===== src/rtl/cva6_ptw_sv32.sv =====
// Sv32 page-table walker.
// Resolves a TLB miss by reading one or two PTEs from memory, then either
// emits a single-cycle TLB update or a single-cycle page-fault pulse.
//
// state        | meaning
// -------------+--------------------------------------------------------
// S_IDLE       | no walk; request can be accepted
// S_WAIT_GNT   | PTE read requested, waiting for memory grant
// S_WAIT_RVALID| read granted, waiting for PTE data
// S_UPDATE     | one-cycle TLB update pulse
// S_FAULT      | one-cycle page-fault pulse
// S_DRAIN      | walk aborted after grant; swallow the outstanding response
module cva6_ptw_sv32 (
   input  logic        clk_i,
   input  logic        rst_i,
   input  logic        flush_i,
   input  logic        miss_valid_i,
   output logic        miss_ready_o,
   input  logic [31:0] miss_vaddr_i,
   input  logic [8:0]  miss_asid_i,
   input  logic [21:0] satp_ppn_i,
   output logic        mem_req_o,
   output logic [33:0] mem_addr_o,
   input  logic        mem_gnt_i,
   input  logic        mem_rvalid_i,
   input  logic [31:0] mem_rdata_i,
   output logic [62:0] update_o,
   output logic        busy_o,
   output logic        pf_o,
   output logic [31:0] pf_vaddr_o
);

   typedef enum logic [2:0] {
      S_IDLE,
      S_WAIT_GNT,
      S_WAIT_RVALID,
      S_UPDATE,
      S_FAULT,
      S_DRAIN
   } state_e;

   state_e      state_q;
   state_e      state_d;

   logic        level_q;     // 1 = root level, 0 = leaf level
   logic        is_4m_q;
   logic [31:0] vaddr_q;
   logic [8:0]  asid_q;
   logic [31:0] pte_q;
   logic [33:0] addr_q;
   logic [31:0] pf_vaddr_q;

   logic        pte_v;
   logic        pte_r;
   logic        pte_w;
   logic        pte_x;
   logic        pte_bad;
   logic        pte_leaf;
   logic        pte_misaligned;
   logic        accept;
   logic        resp_take;

   // PTE field decode of the incoming read data
   always_comb begin
      pte_v          = mem_rdata_i[0];
      pte_r          = mem_rdata_i[1];
      pte_w          = mem_rdata_i[2];
      pte_x          = mem_rdata_i[3];
      pte_bad        = !pte_v || (!pte_r && pte_w);
      pte_leaf       = pte_r || pte_x;
      pte_misaligned = (mem_rdata_i[19:10] != 10'd0);
      accept         = (state_q == S_IDLE) && miss_valid_i && !flush_i;
      resp_take      = (state_q == S_WAIT_RVALID) && mem_rvalid_i && !flush_i;
   end

   // State register
   always_ff @(posedge clk_i or posedge rst_i) begin
      if (rst_i) begin
         state_q <= S_IDLE;
      end else begin
         state_q <= state_d;
      end
   end

   // Next-state logic; flush always takes priority over progress
   always_comb begin
      state_d = state_q;
      case (state_q)
         S_IDLE: begin
            if (accept) begin
               state_d = S_WAIT_GNT;
            end
         end
         S_WAIT_GNT: begin
            if (mem_gnt_i) begin
               // a granted read still owes a response, so a flush must drain it
               state_d = flush_i ? S_DRAIN : S_WAIT_RVALID;
            end else if (flush_i) begin
               state_d = S_IDLE;
            end
         end
         S_WAIT_RVALID: begin
            if (flush_i) begin
               // response arriving in the flush cycle is already consumed
               state_d = mem_rvalid_i ? S_IDLE : S_DRAIN;
            end else if (mem_rvalid_i) begin
               if (pte_bad) begin
                  state_d = S_FAULT;
               end else if (pte_leaf) begin
                  if (level_q && pte_misaligned) begin
                     state_d = S_FAULT;
                  end else begin
                     state_d = S_UPDATE;
                  end
               end else if (level_q) begin
                  state_d = S_WAIT_GNT;
               end else begin
                  state_d = S_FAULT;
               end
            end
         end
         S_UPDATE: state_d = S_IDLE;
         S_FAULT:  state_d = S_IDLE;
         S_DRAIN: begin
            if (mem_rvalid_i) begin
               state_d = S_IDLE;
            end
         end
         default: state_d = S_IDLE;
      endcase
   end

   // Output decode from the current state
   always_comb begin
      miss_ready_o = (state_q == S_IDLE);
      busy_o       = (state_q != S_IDLE);
      mem_req_o    = (state_q == S_WAIT_GNT);
      mem_addr_o   = addr_q;
      pf_vaddr_o   = pf_vaddr_q;
      pf_o         = (state_q == S_FAULT) && !flush_i;
      update_o     = 63'd0;
      if ((state_q == S_UPDATE) && !flush_i) begin
         update_o = {1'b1, is_4m_q, vaddr_q[31:12], asid_q, pte_q};
      end
   end

   // Walk datapath: captured request, PTE address, PTE data, fault address
   always_ff @(posedge clk_i or posedge rst_i) begin
      if (rst_i) begin
         level_q    <= 1'b1;
         is_4m_q    <= 1'b0;
         vaddr_q    <= 32'd0;
         asid_q     <= 9'd0;
         pte_q      <= 32'd0;
         addr_q     <= 34'd0;
         pf_vaddr_q <= 32'd0;
      end else begin
         if (accept) begin
            vaddr_q <= miss_vaddr_i;
            asid_q  <= miss_asid_i;
            level_q <= 1'b1;
            addr_q  <= {satp_ppn_i, miss_vaddr_i[31:22], 2'b00};
         end
         if (resp_take) begin
            pte_q   <= mem_rdata_i;
            is_4m_q <= level_q;
            if (!pte_bad && !pte_leaf && level_q) begin
               level_q <= 1'b0;
               addr_q  <= {mem_rdata_i[31:10], vaddr_q[21:12], 2'b00};
            end
         end
         // loaded on entry so the address is valid alongside the pulse
         if ((state_d == S_FAULT) && (state_q != S_FAULT)) begin
            pf_vaddr_q <= vaddr_q;
         end
      end
   end

endmodule

===== config.mk =====
export PLATFORM = sky130hd
export DESIGN_NAME = cva6_ptw_sv32
export DESIGN_NICKNAME = d
export VERILOG_FILES = /design/src/rtl/cva6_ptw_sv32.sv
export SDC_FILE = /design/constraint.sdc
export NUM_CORES = 1
export LEC_CHECK = 0
export ABC_AREA = 0
export ABC_CLOCK_PERIOD_IN_PS = 6800
export CAP_MARGIN = 20
export CELL_PAD_IN_SITES_DETAIL_PLACEMENT = 0
export CELL_PAD_IN_SITES_GLOBAL_PLACEMENT = 1
export CORE_MARGIN = 2
export CORE_UTILIZATION = 34
export DETAILED_ROUTE_END_ITERATION = 8
export GPL_TIMING_DRIVEN = 0
export PLACE_DENSITY_LB_ADDON = 0.1
export SYNTH_ARGS = -nofsm -noshare
export SYNTH_HDL_FRONTEND = slang
export SYNTH_SLANG_ARGS = --single-unit
export TNS_END_PERCENT = 50

===== constraint.sdc =====
create_clock -name clk_i -period 6.8 [get_ports clk_i]
set_input_delay 1.36 -clock clk_i [delete_from_list [all_inputs] [get_ports clk_i]]
set_output_delay 1.36 -clock clk_i [all_outputs]
set_load 0.01 [all_outputs]

==> impl_results.md <==
* Initial antenna violation count at 0
* Comb pwr share at about a third
* Synth top area cells: dfrtp_1, nand2_1, mux2_4
* Wire length per cell after detailed routing at ~17 µm
* Syn Nets at between 600 and 700
* Max-slew headroom at the worst pin at 61.1%
* Via count of the first global-routing pass at ~5400
* Launch instance of the worst register-to-register path: state_q[1]
* CP Class: primary input to output pin
* RSZ-0062 raised after global routing: false
* DRC at 0
* Max Clk Rate at 187 MHz
* First-pass GRT wire length at just under 30000 µm
* Critical Path RT at roughly 5.4 ns
* DP HPWL at 13800 µm
* Count of instances resized after the clock tree is built at 0
* Synth top cells by count: nand2_1, dfrtp_1, and2_1
* Clock root buffer: clkbuf_16
* Routed Antenna Nets at 0
* TritonCTS buffer count at 17
* Fraction of final layout cells sized beyond drive strength 1 at 13.3%
* Startpoint type of the worst setup path: primary input
* Average vias per placed instance at ~4.7
* Standard cell core area at ~18000 µm²
* DIE WIDTH at approximately 140 µm
* Final Hold Viols at 0
* Via count at between 5000 and 6000
* Slack of the worst reg-to-reg path at about 4.7 ns
* Worst min-delay path startpoint: asid_q[4]
* Hold slack at 0.474 ns
* Internal Power at between 2000 and 3000 µW
* Core Rows at between 40 and 50
* Portion of the clock cycle consumed by the worst path in the final layout at between 70% and 80%
* Starting DRC count in detailed routing at a little over 200
* Worst Setup End Kind: output pin
* Routability Congestion at about 0.79
* Pre-antenna DRT Iters at 5
* GRT Resource Usage Total at 19.4%
* # hold bufs at CTS at 0
* Pin count of the biggest net entering global routing at 90
* Buffer depth of the longest clock path at 2
* Final critical-path required period at 5.35 ns
* Cell Count, Final, Fillers Out at 1091
* Worst hold path depth at 2
* Area Overhead vs Synth at 51.6%
* Class of the most critical hold timing path: register to register
* Prevailing post-synth register cell: dfrtp_1
* Peak ir drop on the vdd network at between 0.00015 and 0.0002 V
* Final max-slew violation count at 0
* Number of nets in the final layout at 950
* Worst Hold Path EP: asid_q[4]
* Highest fanout seen on the critical path at 10
* I/O pin total at around 230
* Area of the mapped netlist at approximately 6300 µm²
* Total power density per cell area at about 380 nW/µm²
* Leading area contributor after synthesis: dfrtp_1
* Starting density of the core at between 30% and 40%
* Synthesis Warnings at 0
* Final WS setup at approximately 1.4 ns
* Number of failing setup endpoints in the final timing report at 0
* Quantity of I/O buffers inserted on ports at about 230
* Synth cell types at 35
* FF-to-FF path depth at 6
* Share of total power consumed by net switching at between 30% and 40%
* Antenna cell count at 0
* Worst-Margin Slew at between 0.5 and 0.6 ns
* Instance count after placement with tap cells included at approximately 1100
* Count of filler cells inserted in the layout at approximately 1700
* Worst Skew at between 0.007 and 0.008 ns
* TritonCTS Sinks at 144
* Number of synthesized register bits at around 140
* Leftover overflow at the end of global routing at 0
* Max-cap viol count at 0
* Clock tree from TritonCTS: yes
* Tot Pwr at approximately 3600 µW
* Share of synthesized flip-flops with an asynchronous set or reset at between 90% and 100%
* Number of enable-type register cells in the synthesized netlist at 0
* Arrival time of the worst setup path at roughly 4.0 ns
* Net switching power at approximately 1100 µW
* Height of the die at 141 µm
* Status: finished clean
* Cell count after synthesis at ~600
* Sequential-to-total area share from yosys stat at ~57%
* Post-Place Setup Slack at between 1 and 1.5 ns
* Insertion delay to the later sink of the worst-skew pair at about 0.42 ns
* Total detailed-routing wirelength at about 19000 µm
* Synthesized area per cell at about 11 µm²
* Reg clk slew, reported paths at ~0.060 ns
* Clock share of power at a little over a quarter
* Sequential Power Share at slightly above 40%
* Most used standard cell by instance count after synthesis: nand2_1
* Die ar. at between 15000 and 20000 µm²
* R2R Path End: mem_addr_o[21]
* Postcts setup bufs at 0
* Leakage Power at 0.00436 µW
* Clock H-tree levels at 4
* Yosys top cell area share at between 50% and 60%
-- kinds of logic after synthesis --
| kind of cell | share of synthesized area [%] |
|---|---|
| AO/OA/AOI/OAI | 4.64 |
| multiplexers | 13.3 |
| buffers and inverters | 3.45 |
| AND/OR/NAND/NOR | 21.8 |
| flip-flops | 56.9 |
-- per-stage QoR --
step | instance area (µm²) | util (%) | setup TNS (ns)
final | 9610 | 52.9 | 0
after floorplan | 6340 | - | 0
after CTS | 9610 | 52.9 | 0
after global routing | 9610 | 52.9 | 0
after detailed placement | 8990 | 49.5 | 0
after global placement | 8960 | 49.4 | -67.35
-- metal layers --
metal | up-vias | track usage, % | wire, µm
met4 | 0 | 6.26 | 298
met3 | 20 | 6.70 | 1510
met5 | - | 0 | 0
met1 | 2506 | 25.2 | 8120
li1 | 2468 | - | -
met2 | 173 | 30.4 | 8630
-- worst max-delay path, stage by stage --
cell and delay [ns]:
clkdlybuf4s50_1 0.53, nor2_1 0.25, and3_1 0.18, clkbuf_1 0.44
clkbuf_1 0.44, and2_1 0.20, clkdlybuf4s50_1 0.58
-- power groups by stage --
stage | clock network, µW | registers [µW] | logic, µW
after global placement | 0 | 1500 | 1160
after floorplan | 0 | 1530 | 515
after CTS | 995 | 1500 | 1190
final | 973 | 1500 | 1170
after detailed placement | 0 | 1510 | 1190
after global routing | 1040 | 1560 | 1280
-- how the worst max path moves through the flow --
stage,startpoint,end,slack (ns)
2_1_floorplan,rst_i,asid_q[0],1.58
4_1_cts,flush_i,update_o[60],1.40
5_1_grt,flush_i,update_o[60],1.26
6_report,flush_i,update_o[60],1.45
3_3_place_gp,rst_i,asid_q[3],-0.48
3_5_place_dp,flush_i,update_o[60],1.42
-- final cells by class --
type	instances	area, µm²	area share [%]
inverter	5	23.8	0.247
buffer	37	200	2.08
multi-input combinational	410	2510	26.2
sequential	144	3600	37.5
timing repair buffer	234	2360	24.6
clock buffer	18	439	4.57
tap	229	287	2.98
clock inverter	14	179	1.86
-- registers in the layout, indices dropped and copies added, names as in the netlist --
register	cells
mem_addr_o	34
pf_vaddr_o	32
pte_q	32
vaddr_q	32
asid_q	9
state_q	3
is_4m_q	1
level_q	1
-- placed cells by master, fill, tap and decap left out, types with 3 or more instances in the layout --
master / count
a31oi_1: 33
and2_1: 62
and3_1: 5
buf_1: 6
buf_12: 3
buf_2: 7
bufinv_16: 3
clkbuf_1: 20
clkbuf_16: 17
clkdlybuf4s50_1: 233
clkinvlp_4: 3
dfrtp_1: 143
inv_1: 4
inv_6: 6
mux2_2: 36
mux2_4: 29
nand2_1: 179
nor2_1: 37
Power figures use the tool's default switching activity.
